`src/rtl/meas_sequencer.sv`:
```
// rtl/meas_sequencer.sv - round-robin measurement scheduler with tagged result FIFO
// Issues enabled command-table slots to the acquisition core and queues {slot, timeout, result}.
module meas_sequencer #(
  parameter int FIFO_DEPTH     = 8,
  parameter int TIMEOUT_CYCLES = 65535,
  parameter int INTERVAL_W     = 24
) (
  input  logic                        Clk,
  input  logic                        Reset,
  input  logic                        SeqEnable,
  input  logic [7:0]                  SlotMask,
  input  logic [INTERVAL_W-1:0]       IntervalCycles,
  input  logic                        CfgWe,
  input  logic [2:0]                  CfgAddr,
  input  logic [31:0]                 CfgData,
  output logic [31:0]                 CmdOut,
  output logic                        ClearOut,
  output logic                        CoreEn,
  input  logic [2:0]                  CoreStatus,
  input  logic [31:0]                 CoreResult,
  input  logic                        RdEn,
  output logic [35:0]                 RdData,
  output logic                        Empty,
  output logic                        Full,
  output logic [$clog2(FIFO_DEPTH):0] Count,
  output logic                        Overflow,
  output logic                        TimeoutSticky,
  input  logic                        StickyClear,
  output logic                        SeqBusy
);
  localparam int AW = $clog2(FIFO_DEPTH);
  localparam logic [AW:0] DEPTH_V = (AW+1)'(FIFO_DEPTH);
  localparam logic [15:0] TIMER_LAST = 16'(TIMEOUT_CYCLES - 1);

  typedef enum logic [2:0] {IDLE, ISSUE, WAIT, ABORT, CLEAR, SETTLE, INTERVAL} state_t;

  state_t                state, state_d, adv_state;
  logic [2:0]            slot, slot_d, adv_slot;
  logic                  adv_load;
  logic [15:0]           timer, timer_d;
  logic [INTERVAL_W-1:0] ival_cnt, ival_d;
  logic [31:0]           slot_table [8];
  logic                  en_q;

  logic [2:0]            low_idx, next_idx;
  logic                  next_found;
  logic                  push, push_to;
  logic [35:0]           push_data;

  logic [35:0]           fifo_mem [FIFO_DEPTH];
  logic [AW-1:0]         wr_ptr, rd_ptr;
  logic [AW:0]           count_q;
  logic                  fifo_full, fifo_empty, do_push, do_pop;
  logic                  unused_status;

  assign unused_status = ^CoreStatus[2:1];

  // Slot selection and end-of-step decision shared by SETTLE and a skipped ISSUE
  always_comb begin
    low_idx    = '0;
    next_idx   = '0;
    next_found = 1'b0;
    for (int i = 7; i >= 0; i--) begin
      if (SlotMask[i]) low_idx = 3'(i);
      if (SlotMask[i] && (i > int'(slot))) begin
        next_found = 1'b1;
        next_idx   = 3'(i);
      end
    end
    adv_state = IDLE;
    adv_slot  = slot;
    adv_load  = 1'b0;
    if (!SeqEnable || SlotMask == 8'h00) begin
      adv_state = IDLE;
    end else if (next_found) begin
      adv_state = ISSUE;
      adv_slot  = next_idx;
    end else if (IntervalCycles == '0) begin
      adv_state = ISSUE;
      adv_slot  = low_idx;
    end else begin
      adv_state = INTERVAL;
      adv_load  = 1'b1;
    end
  end

  always_comb begin
    state_d = state;
    slot_d  = slot;
    timer_d = timer;
    ival_d  = ival_cnt;
    push    = 1'b0;
    push_to = 1'b0;
    case (state)
      IDLE: begin
        if (SeqEnable && SlotMask != 8'h00) begin
          state_d = ISSUE;
          slot_d  = low_idx;
        end
      end
      ISSUE: begin
        if (slot_table[slot] == 32'h0) begin
          state_d = adv_state;
          slot_d  = adv_slot;
          if (adv_load) ival_d = IntervalCycles;
        end else begin
          state_d = WAIT;
          timer_d = '0;
        end
      end
      WAIT: begin
        timer_d = timer + 16'd1;
        if (CoreStatus[0]) begin
          push    = 1'b1;
          state_d = CLEAR;
        end else if (timer == TIMER_LAST) begin
          push    = 1'b1;
          push_to = 1'b1;
          state_d = ABORT;
        end
      end
      ABORT:  state_d = SETTLE;
      CLEAR:  state_d = SETTLE;
      SETTLE: begin
        state_d = adv_state;
        slot_d  = adv_slot;
        if (adv_load) ival_d = IntervalCycles;
      end
      INTERVAL: begin
        if (!SeqEnable || SlotMask == 8'h00) begin
          state_d = IDLE;
        end else if (ival_cnt <= INTERVAL_W'(1)) begin
          state_d = ISSUE;
          slot_d  = low_idx;
        end else begin
          ival_d = ival_cnt - INTERVAL_W'(1);
        end
      end
      default: state_d = IDLE;
    endcase
  end

  always_ff @(posedge Clk or posedge Reset) begin
    if (Reset) begin
      state    <= IDLE;
      slot     <= '0;
      timer    <= '0;
      ival_cnt <= '0;
      en_q     <= 1'b0;
      for (int i = 0; i < 8; i++) slot_table[i] <= '0;
    end else begin
      state    <= state_d;
      slot     <= slot_d;
      timer    <= timer_d;
      ival_cnt <= ival_d;
      en_q     <= 1'b1;
      if (CfgWe) slot_table[CfgAddr] <= CfgData;
    end
  end

  // A timed-out slot carries a zero result so software never sees stale core data
  assign push_data  = {slot, push_to, push_to ? 32'h0 : CoreResult};
  assign fifo_full  = (count_q == DEPTH_V);
  assign fifo_empty = (count_q == '0);
  assign do_pop     = RdEn && !fifo_empty;
  assign do_push    = push && (!fifo_full || do_pop);

  always_ff @(posedge Clk) begin
    if (do_push) fifo_mem[wr_ptr] <= push_data;
  end

  always_ff @(posedge Clk or posedge Reset) begin
    if (Reset) begin
      wr_ptr        <= '0;
      rd_ptr        <= '0;
      count_q       <= '0;
      Overflow      <= 1'b0;
      TimeoutSticky <= 1'b0;
    end else begin
      if (do_push) wr_ptr <= wr_ptr + 1'b1;
      if (do_pop)  rd_ptr <= rd_ptr + 1'b1;
      case ({do_push, do_pop})
        2'b10:   count_q <= count_q + 1'b1;
        2'b01:   count_q <= count_q - 1'b1;
        default: count_q <= count_q;
      endcase
      if (StickyClear) begin
        Overflow      <= 1'b0;
        TimeoutSticky <= 1'b0;
      end else begin
        if (push && fifo_full && !do_pop) Overflow <= 1'b1;
        if (push && push_to) TimeoutSticky <= 1'b1;
      end
    end
  end

  assign CmdOut   = (state == ISSUE) ? slot_table[slot] : 32'h0;
  assign ClearOut = (state == CLEAR);
  assign CoreEn   = en_q && (state != ABORT);
  assign SeqBusy  = (state != IDLE);
  assign RdData   = fifo_empty ? 36'h0 : fifo_mem[rd_ptr];
  assign Empty    = fifo_empty;
  assign Full     = fifo_full;
  assign Count    = count_q;

endmodule

```
`config.mk`:
```
export PLATFORM = sky130hd
export DESIGN_NAME = meas_sequencer
export DESIGN_NICKNAME = d
export VERILOG_FILES = /design/src/rtl/meas_sequencer.sv
export SDC_FILE = /design/constraint.sdc
export NUM_CORES = 1
export LEC_CHECK = 0
export ABC_AREA = 0
export CAP_MARGIN = 0
export CORE_MARGIN = 2
export CORE_UTILIZATION = 59
export DETAILED_ROUTE_END_ITERATION = 7
export GPL_ROUTABILITY_DRIVEN = 0
export PLACE_DENSITY = 0.8
export SLEW_MARGIN = 20
export SYNTH_ARGS = -nofsm -noshare
export SYNTH_HDL_FRONTEND = slang
export SYNTH_SLANG_ARGS = --single-unit
```
`constraint.sdc`:
```
create_clock -name Clk -period 14.68 [get_ports Clk]
set_clock_uncertainty 0.1 [all_clocks]
set_input_delay 4.404 -clock Clk [delete_from_list [all_inputs] [get_ports Clk]]
set_output_delay 4.404 -clock Clk [all_outputs]
set_load 0.02 [all_outputs]
```
==> results of run 1 <==
[through the flow]
stage / instance area (µm²) / power [W]
4_1_cts: 31300 / 0.00561
2_1_floorplan: 27100 / 0.00355
3_5_place_dp: 29500 / 0.00420
3_3_place_gp: 29500 / 0.00413
5_1_grt: 31300 / 0.00583
6_report: 31300 / 0.00558
[cell families after synthesis]
family	share of synthesized area
DFF	0.611
muxes	0.243
and+or+nand+nor	0.0703
AOI/OAI and AO/OA	0.0481
buffers and inverters	0.0202
adders and majority gates	0.00444
xor gates and xnor gates	0.00291
other	0.000139
[worst max path at each step]
stage | end | slack, ns | start | cells past startpoint
finish | CmdOut[26] | 6.11 | slot[2]$_DFFE_PP0P_ | 5
global route | CmdOut[26] | 5.99 | slot[2]$_DFFE_PP0P_ | 6
CTS | CmdOut[26] | 6.11 | slot[2]$_DFFE_PP0P_ | 6
detailed placement | fifo_mem[5][19]$_DFFE_PP_ | 6.75 | CoreStatus[0] | 6
global placement | CmdOut[26] | 6.77 | slot[2]$_DFFE_PP0P_ | 5
floorplan | Count[0]$_DFFE_PP0P_ | 1.46 | Reset | 1
[final cells by class]
| class | count | share of cell area |
|---|---|---|
| Multi-Input combinational cell | 1057 | 0.322 |
| Clock buffer | 82 | 0.0508 |
| Clock inverter | 24 | 0.00603 |
| Sequential cell | 603 | 0.528 |
| Timing Repair Buffer | 217 | 0.0671 |
| Tap cell | 600 | 0.0240 |
| Inverter | 19 | 0.00267 |
[routing by layer]
metal  share of wire  vias to the layer above  global-route usage
li1                -                     7205                   -
met1            0.40                     8659               0.356
met2            0.51                      648               0.455
met3           0.064                      104              0.0426
met4           0.025                        4              0.0821
met5         0.00043                        -                   0
[registers in the layout (all words and copies together) (netlist names)]
register / flops
Overflow: 1
state: 3
slot: 3
en_q: 1
wr_ptr: 3
rd_ptr: 3
ival_cnt: 24
slot_table: 256
Count: 4
timer: 16
TimeoutSticky: 1
fifo_mem: 288
[power by group through the flow]
stage	Combinational [W]	Clock, W	Sequential [W]
finish	0.00191	0.00141	0.00227
global route	0.00204	0.00149	0.00231
CTS	0.00192	0.00143	0.00227
detailed placement	0.00190	0	0.00230
global placement	0.00185	0	0.00228
floorplan	0.00139	0	0.00216
[worst register-to-register path: stages, from the launching register on]
cell and delay, ns:
dfrtp_4 0.85, buf_4 0.71, mux4_2 0.60, mux2i_1 0.37, nand4_1 0.16, or2_1 0.35, a2111o_1 0.53, o21ai_2 0.64
o221a_2 0.30
[cell usage after synthesis, types with 11 or more instances]
library cell / instances
a21oi_1: 53
a22oi_1: 11
and3_1: 14
buf_1: 19
clkbuf_1: 67
dfrtp_1: 315
edfxtp_1: 288
inv_1: 18
mux2_2: 263
mux2i_1: 69
mux4_2: 125
nand2_1: 81
nand2b_1: 13
nand3_1: 12
nor2_1: 123
nor2b_1: 37
nor3_1: 35
nor4_1: 19
o21ai_0: 39
o221ai_1: 16
or3_1: 18
[placed cells by master, fill, tap and decap left out, types with 37 or more instances in the layout]
cell type and n:
a21oi_1 53, clkbuf_16 58, clkdlybuf4s50_1 184, dfrtp_1 309, edfxtp_1 288, mux2_2 263
mux2i_1 69, mux4_2 125, nand2_1 81, nor2_1 117, nor2b_1 37, o21ai_0 39
==> metrics.txt, run 1 <==
Area Overhead vs Synth=15.8%; Routed WL=roughly 62000 µm; async set or reset register ratio after synthesis=0.522; Comb pwr share=0.342; Peak VDD IR=0.120 mV; largest net degree at the start of global routing=152; Mapped Area=0.0271 mm²; latest clock arrival within the worst-skew pair=a little over 0.6 ns; remaining antenna violation count after routing=0; clk slew on worst S/H paths=roughly 0.06 ns; CTS max path bufs=3; Setup crit end kind=output port; cells after synthesis=1785; upper clock frequency limit=117 MHz; post-cts hold buffer count=0; slowest cell on the critical path=dfrtp_4; final std cells w/o fill=2602; Placed Instances=around 2500; Buf/Inv on CP=3; final routed DRC violation total=0; Hold EP=slot_table[9]$_DFFE_PP0P_; R2R Setup Slk=about 10 ns; max-cap viol count=0; Die Span X=218 µm; pwr/cell area=178 mW/mm²; status=complete, no violations; I/O Buffers=roughly 180; multi-input logic area=0.0101 mm²; initial antenna violation count=2; RSZ-0062 raised after global routing=false; fraction of layout cells with a size suffix above 1=0.272; Min Hold Slack=0.399 ns; Internal=0.00374 W; cts repair resizes=0; DR WL/cell=23.9 µm; Num CTS Buffers=58; clock sink count=about 600; power share of the clock group=0.252; post-DP HPWL=37200 µm; Leak Pwr=11.6 nW; GRT Total Usage=0.267; layout net count=2073; DR vias=16620; final max-slew violation count=0; Synth top area share=0.320; WP data arrival=4.06 ns; Sum Neg Setup Slack=0 ns; DRT Pass-1 Iters=5; Crit Path Class=register to output port; drt initial violations=1398; critical path's top delay family=buffers and inverters; register area=0.0165 mm²; worst slew pin tran=0.986 ns; HP Class=register to register; number of synthesized flops with an enable pin=~290; post-synthesis average cell area=15.2 µm²; Synthesized Nets=between 1500 and 2000; post-place setup slack=6.75 ns; Chip Height=218 µm; slew margin rel.=0.337; sequential fraction of the synthesis area=0.611; vias in the first global route=17127; first-pass GRT wire length=97600 µm; Final Worst Setup Slack=6.11 ns; Startpoint Class=register; Core ar.=roughly 0.045 mm²; Psw=0.00185 W; Clock Root Buffer=clkbuf_16; Ant. Diodes=0; htree depth=2; CP cell instances=buf_4, inv_1, o21ai_0, nor2_1, clkdlybuf4s50_1; vias per cell=between 6 and 7; synth unique cells=75; Setup-failing EPs final=0; Die ar.=0.0476 mm²; Ports=187; Register-to-Register Path Depth=8; leading post-synthesis cells by cell area=edfxtp_1 (32%), dfrtp_1 (29%), mux2_2 (11%); cell row count=just under 80; GRT overflow=0; worst stage delay on the critical path=0.85 ns; switching part of the total power=0.331; worst hold path stage count=1; synth warn=0; reg2reg end=ival_cnt[23]$_DFFE_PP0P_; Flop pwr share=0.407; Tmin final=8.57 ns; setup bufs post-CTS=0; Starting Density=0.598; CP Max Fanout=44; final hold vios=0; FF+latch count, synth=603; CP Data Required Time=just over 10 ns; Hold Startpoint=slot_table[9]$_DFFE_PP0P_; Post-synth top flop=dfrtp_1; utilization after layout=0.692; fill count=2996; Yosys top cell by area=edfxtp_1; worst r2r src=slot[2]$_DFFE_PP0P_; CTS tree=built; crit share post-route=0.584
No activity file was read; power rests on OpenSTA's default activity.
==> inputs of run 2 (changes only) <==
Settings changed: CORE_UTILIZATION 59 to 53, PLACE_DENSITY 0.8 to 0.76.
Clock period 14.68 ns to 7.75 ns, I/O delays scaled along.
==> run 2 against run 1 <==
  * Flip-flop and latch count unchanged
  * Via count shrank 0.85%
  * Power up 98%
  * Core utilization shrank 5.9 points
  * Cell count increased by 3.2%
  * Non-clock buffer count rose by 5
  * Global-route usage fell by 2.9 points
  * Hold slack worse by 0.0024 ns
  * Critical path type unchanged
  * Largest cell class unchanged
==> metrics.txt, run 2 (same netlist as run 1, synthesis figures left out) <==
RSZ-0062 raised after global routing=false (unchanged); WP data arrival=3.76 ns (was 4.06 ns); DR vias=16478 (was 16620); CTS max path bufs=3 (unchanged); commonest non-fill, non-tap cell in the layout=dfrtp_1 (unchanged); final routed DRC violation total=0 (unchanged); clk slew on worst S/H paths=0.06 ns (about the same); Clock Root Buffer=clkbuf_16 (unchanged); CP Data Required Time=5.33 ns (was 10.18 ns); Crit Path Class=register to output port (unchanged); post-DP HPWL=36900 µm (was 37200 µm); Chip Height=230 µm (was 218 µm); GRT overflow=0 (unchanged); Setup-failing EPs final=0 (unchanged); final max-slew violation count=0 (unchanged); worst hold path stage count=1 (unchanged); Setup crit end kind=output port (unchanged); Die ar.=0.0529 mm² (was 0.0476 mm²); max FFs per register=288 (unchanged); status=complete, no violations (unchanged); CTS tree=built (unchanged); fill count=3597 (was 2996); htree depth=2 (unchanged); final std cells w/o fill=2685 (was 2602); vias per cell=6.14 (was 6.39); utilization after layout=0.634 (was 0.692); Num CTS Buffers=60 (was 58); Register-to-Register Path Depth=8 (unchanged); Largest Register=fifo_mem (unchanged); Ports=187 (unchanged); Area Overhead vs Synth=17.7% (was 15.8%); clock sink count=603 (unchanged); Placed Instances=2573 (was 2495); Hold Startpoint=slot_table[88]$_DFFE_PP0P_ (was slot_table[9]$_DFFE_PP0P_); Peak VDD IR=0.234 mV (was 0.120 mV); Starting Density=0.538 (was 0.598); worst slew pin tran=1.13 ns (was 0.986 ns); first-pass GRT wire length=97800 µm (was 97600 µm); GRT Total Usage=0.238 (was 0.267); layout net count=2080 (was 2073); slew margin rel.=0.249 (was 0.337); worst r2r src=slot[2]$_DFFE_PP0P_ (unchanged); Routed WL=62200 µm (about the same); CP cell instances=buf_4, mux4_1, mux2i_1, nor2_1, clkdlybuf4s50_1 (was buf_4, inv_1, o21ai_0, nor2_1, clkdlybuf4s50_1); DRT Pass-1 Iters=5 (unchanged); commonest non-fill, non-tap cells in the layout=dfrtp_1 (309), edfxtp_1 (288), mux2_2 (263), clkdlybuf4s50_1 (184), mux4_2 (125) (unchanged); remaining antenna violation count after routing=0 (unchanged); critical path's top delay family=buffers and inverters (unchanged); Die Span X=230 µm (was 218 µm); vias in the first global route=17233 (was 17127); cts repair resizes=0 (unchanged); upper clock frequency limit=around 160 MHz; fraction of layout cells with a size suffix above 1=0.284 (was 0.272); HP Class=register to register (unchanged); pwr/cell area=347 mW/mm² (was 178 mW/mm²); Buf/Inv on CP=2 (was 3); DR WL/cell=23.2 µm (was 23.9 µm); Hold EP=slot_table[88]$_DFFE_PP0P_ (was slot_table[9]$_DFFE_PP0P_); largest registers=fifo_mem: 288 flops, slot_table: 256 flops, ival_cnt: 24 flops (unchanged); slowest cell on the critical path=dfrtp_4 (unchanged); Core ar.=0.0503 mm² (was 0.0453 mm²); drt initial violations=1241 (was 1398); CP Max Fanout=57 (was 44); Leak Pwr=11.8 nW (was 11.6 nW); final hold vios=0 (unchanged); reg2reg end=ival_cnt[18]$_DFFE_PP0P_ (was ival_cnt[23]$_DFFE_PP0P_); max-cap viol count=0 (unchanged); post-cts hold buffer count=0 (unchanged); latest clock arrival within the worst-skew pair=0.65 ns (was 0.62 ns); I/O Buffers=184 (unchanged); setup bufs post-CTS=0 (unchanged); R2R Setup Slk=3.17 ns (was 10.02 ns); Sum Neg Setup Slack=0 ns (unchanged); worst stage delay on the critical path=1.02 ns (was 0.85 ns); Startpoint Class=register (unchanged); cell row count=82 (was 78); initial antenna violation count=4 (was 2); crit share post-route=0.797; largest net degree at the start of global routing=186 (was 152); Tmin final=6.18 ns
## run 2: cell count changes in the layout (fill, tap and decap cells not counted), moves of 2 or more
cell,previous run,this run
buf_12,0,2
buf_4,29,36
clkinvlp_4,3,5
clkbuf_1,19,7
buf_6,4,0
clkinv_1,10,4
clkinv_2,6,14
clkbuf_16,58,60
bufinv_16,1,12
## run 2: final cells by class
class	count	area, µm²	area share
flip-flops and latches	603	16500	0.519
multi-input cells	1057	10100	0.316
repair buffers	222	2150	0.0676
clock buffers	73	1610	0.0505
well taps	672	841	0.0264
clock inverters	38	556	0.0174
inverters	19	75.1	0.00236
diodes	1	2.50	0.0000786
## run 2: layer usage
layer	vias up	wire [µm]	GRT usage
li1	7217	-	-
met1	8596	25400	0.313
met2	557	31700	0.411
met3	102	3630	0.0381
met4	6	1430	0.0692
met5	-	39	0
## run 2: worst max path at each step
| stage | cells after the start | from | end |
|---|---|---|---|
| floorplan | 1 | Reset | Count[0]$_DFFE_PP0P_ |
| global placement | 8 | SlotMask[5] | ival_cnt[18]$_DFFE_PP0P_ |
| detailed placement | 8 | SlotMask[5] | ival_cnt[18]$_DFFE_PP0P_ |
| CTS | 5 | slot[2]$_DFFE_PP0P_ | CmdOut[13] |
| global route | 5 | slot[2]$_DFFE_PP0P_ | CmdOut[13] |
| finish | 5 | slot[2]$_DFFE_PP0P_ | CmdOut[13] |
## run 2: stage by stage
step | total power [W] | instance area, µm² | worst slack, ns | hold slack (ns)
detailed placement | 0.00796 | 29700 | 1.97 | 0.388
floorplan | 0.00672 | 27100 | 1.13 | 0.357
global route | 0.0116 | 31900 | 1.32 | 0.410
CTS | 0.0111 | 31800 | 1.49 | 0.401
finish | 0.0111 | 31900 | 1.57 | 0.396
global placement | 0.00786 | 29700 | 2.07 | 0.379
## run 2: where the power goes
group	total (W)	internal, W	switching, W	leakage [nW]
Sequential	0.00436	0.00382	0.000546	6.37
Clock	0.00315	0.00189	0.00126	1.06
Combinational	0.00354	0.00181	0.00174	4.41
Total	0.0111	0.00751	0.00354	11.8
==> inputs of run 3 (changes only) <==
Settings changed: CORE_UTILIZATION 53 to 59, PLACE_DENSITY 0.76 to 0.8.
Clock period 7.75 ns to 5.8 ns, I/O delays scaled along.
==> run 3 against run 2 <==
  * Wire length increased by 0.40%
  * Die area fell by 10%
  * Non-clock buffer count increased by 9
  * Worst setup slack worse by 1.1 ns
  * Via count increased by 0.60%
  * Critical path depth stayed put
  * Combinational power rose by 36%
  * Flip-flop and latch count unchanged
  * Global-route usage rose by 3.0 points
  * Hold slack is essentially flat
  * Critical endpoint is now CmdOut[25]
  * Highest routed layer unchanged
==> metrics.txt, run 3 (same netlist as run 1, synthesis figures left out) <==
Psw=0.00472 W (was 0.00354 W); Routed WL=62400 µm (was 62200 µm); Core ar.=0.0453 mm² (was 0.0503 mm²); pwr/cell area=455 mW/mm² (was 347 mW/mm²); Largest Register=fifo_mem (unchanged); CP Data Required Time=3.96 ns (was 5.33 ns); vias per cell=6.32 (was 6.14); status=complete, no violations (unchanged); Die Span X=218 µm (was 230 µm); worst slew pin tran=1.11 ns (was 1.13 ns); clock sink count=603 (unchanged); max FFs per register=288 (unchanged); Peak VDD IR=0.301 mV (was 0.234 mV); Startpoint Class=register (unchanged); CTS tree=built (unchanged); clk slew on worst S/H paths=0.06 ns (about the same); Final Worst Setup Slack=0.505 ns (was 1.57 ns); Clock Root Buffer=clkbuf_16 (unchanged); CP Max Fanout=36 (was 57); drt initial violations=1687 (was 1241); largest registers=fifo_mem: 288 flops, slot_table: 256 flops, ival_cnt: 24 flops (unchanged); Finished Cell Area=0.0316 mm² (was 0.0319 mm²); DR vias=16577 (was 16478); cts repair resizes=0 (unchanged); GRT overflow=0 (unchanged); Die ar.=0.0476 mm² (was 0.0529 mm²); upper clock frequency limit=~190 MHz; initial antenna violation count=4 (unchanged); slew margin rel.=0.257 (was 0.249); Ports=187 (unchanged); post-cts hold buffer count=0 (unchanged); DR WL/cell=23.8 µm (was 23.2 µm); final routed DRC violation total=0 (unchanged); Min Hold Slack=0.396 ns (about the same); power share of the clock group=0.261 (was 0.285); max-cap viol count=0 (unchanged); Sum Neg Setup Slack=0 ns (unchanged); post-DP HPWL=37000 µm (was 36900 µm); layout net count=2089 (was 2080); GRT Total Usage=0.268 (was 0.238); WP data arrival=3.46 ns (was 3.76 ns); crit share post-route=0.913; Comb pwr share=0.334 (was 0.321); final hold vios=0 (unchanged); Setup-failing EPs final=0 (unchanged); Area Overhead vs Synth=16.8% (was 17.7%); Setup crit end kind=output port (unchanged); largest net degree at the start of global routing=134 (was 186); latest clock arrival within the worst-skew pair=0.63 ns (was 0.65 ns); Num CTS Buffers=60 (unchanged); Leak Pwr=11.8 nW (about the same); RSZ-0062 raised after global routing=false (unchanged); final max-slew violation count=0 (unchanged); remaining antenna violation count after routing=0 (unchanged); Starting Density=0.598 (was 0.538); post-place setup slack=0.893 ns (was 1.97 ns); Ant. Diodes=0 (was 1); DP Area=0.0297 mm² (unchanged); Crit Path Class=register to output port (unchanged); Internal=0.00966 W (was 0.00751 W); fraction of layout cells with a size suffix above 1=0.283 (was 0.284); utilization after layout=0.698 (was 0.634); commonest non-fill, non-tap cell in the layout=dfrtp_1 (unchanged); HP Class=register to register (unchanged); fill count=2910 (was 3597); I/O Buffers=184 (unchanged); htree depth=2 (unchanged); DRT Pass-1 Iters=6 (was 5); CTS max path bufs=3 (unchanged); commonest non-fill, non-tap cells in the layout=dfrtp_1 (309), edfxtp_1 (288), mux2_2 (263), clkdlybuf4s50_1 (184), mux4_2 (125) (unchanged); Flop pwr share=0.406 (was 0.395); vias in the first global route=17316 (was 17233); first-pass GRT wire length=97800 µm (unchanged); Chip Height=218 µm (was 230 µm); cell row count=78 (was 82); switching part of the total power=0.328 (was 0.321); Tmin final=5.30 ns; setup bufs post-CTS=0 (unchanged)
## run 3: layout make-up
type | instances | area (µm²) | share of cell area
Clock buffer | 78 | 1620 | 0.0512
Clock inverter | 34 | 305 | 0.00966
Inverter | 19 | 75.1 | 0.00238
Multi-Input combinational cell | 1057 | 10100 | 0.319
Sequential cell | 603 | 16500 | 0.524
Tap cell | 600 | 751 | 0.0238
Timing Repair Buffer | 231 | 2230 | 0.0706
## run 3: critical path, cell delays in order, from the launching register on
cell and delay [ns]:
dfrtp_2 0.93, buf_4 0.42, mux4_2 0.55, nand2b_1 0.17, and3_1 0.21, clkdlybuf4s50_1 0.54
## run 3: through the flow
step           cells  power [W]
2_1_floorplan   1785    0.00898
3_3_place_gp    2510     0.0105
3_5_place_dp    2510     0.0107
4_1_cts         2622     0.0145
5_1_grt         2622     0.0151
6_report        2622     0.0144
## run 3: final timing paths
check	cells after the start	startpoint	slack [ns]	endpoint
max	5	slot[0]$_DFFE_PP0P_	0.50	CmdOut[25]
min	2	TimeoutSticky$_DFFE_PP0P_	0.40	TimeoutSticky$_DFFE_PP0P_
max reg2reg	8	slot[0]$_DFFE_PP0P_	1.44	ival_cnt[18]$_DFFE_PP0P_
min reg2reg	2	TimeoutSticky$_DFFE_PP0P_	0.40	TimeoutSticky$_DFFE_PP0P_
max in group asynchronous	3	Reset	3.27	slot_table[197]$_DFFE_PP0P_
min in group asynchronous	2	Reset	1.34	slot_table[49]$_DFFE_PP0P_
## run 3: power by group through the flow
stage / logic (W) / clock network [W] / registers [W]
after global routing: 0.00514 / 0.00399 / 0.00592
after global placement: 0.00467 / 0 / 0.00585
after detailed placement: 0.00478 / 0 / 0.00590
final: 0.00480 / 0.00375 / 0.00583
after CTS: 0.00483 / 0.00380 / 0.00583
after floorplan: 0.00352 / 0 / 0.00546
## run 3: routing by layer
metal | vias to the layer above | share of wire | track usage
li1 | 7236 | - | -
met1 | 8565 | 0.40 | 0.355
met2 | 644 | 0.51 | 0.456
met3 | 124 | 0.067 | 0.0514
met4 | 8 | 0.025 | 0.0748
met5 | - | 0.00077 | 0
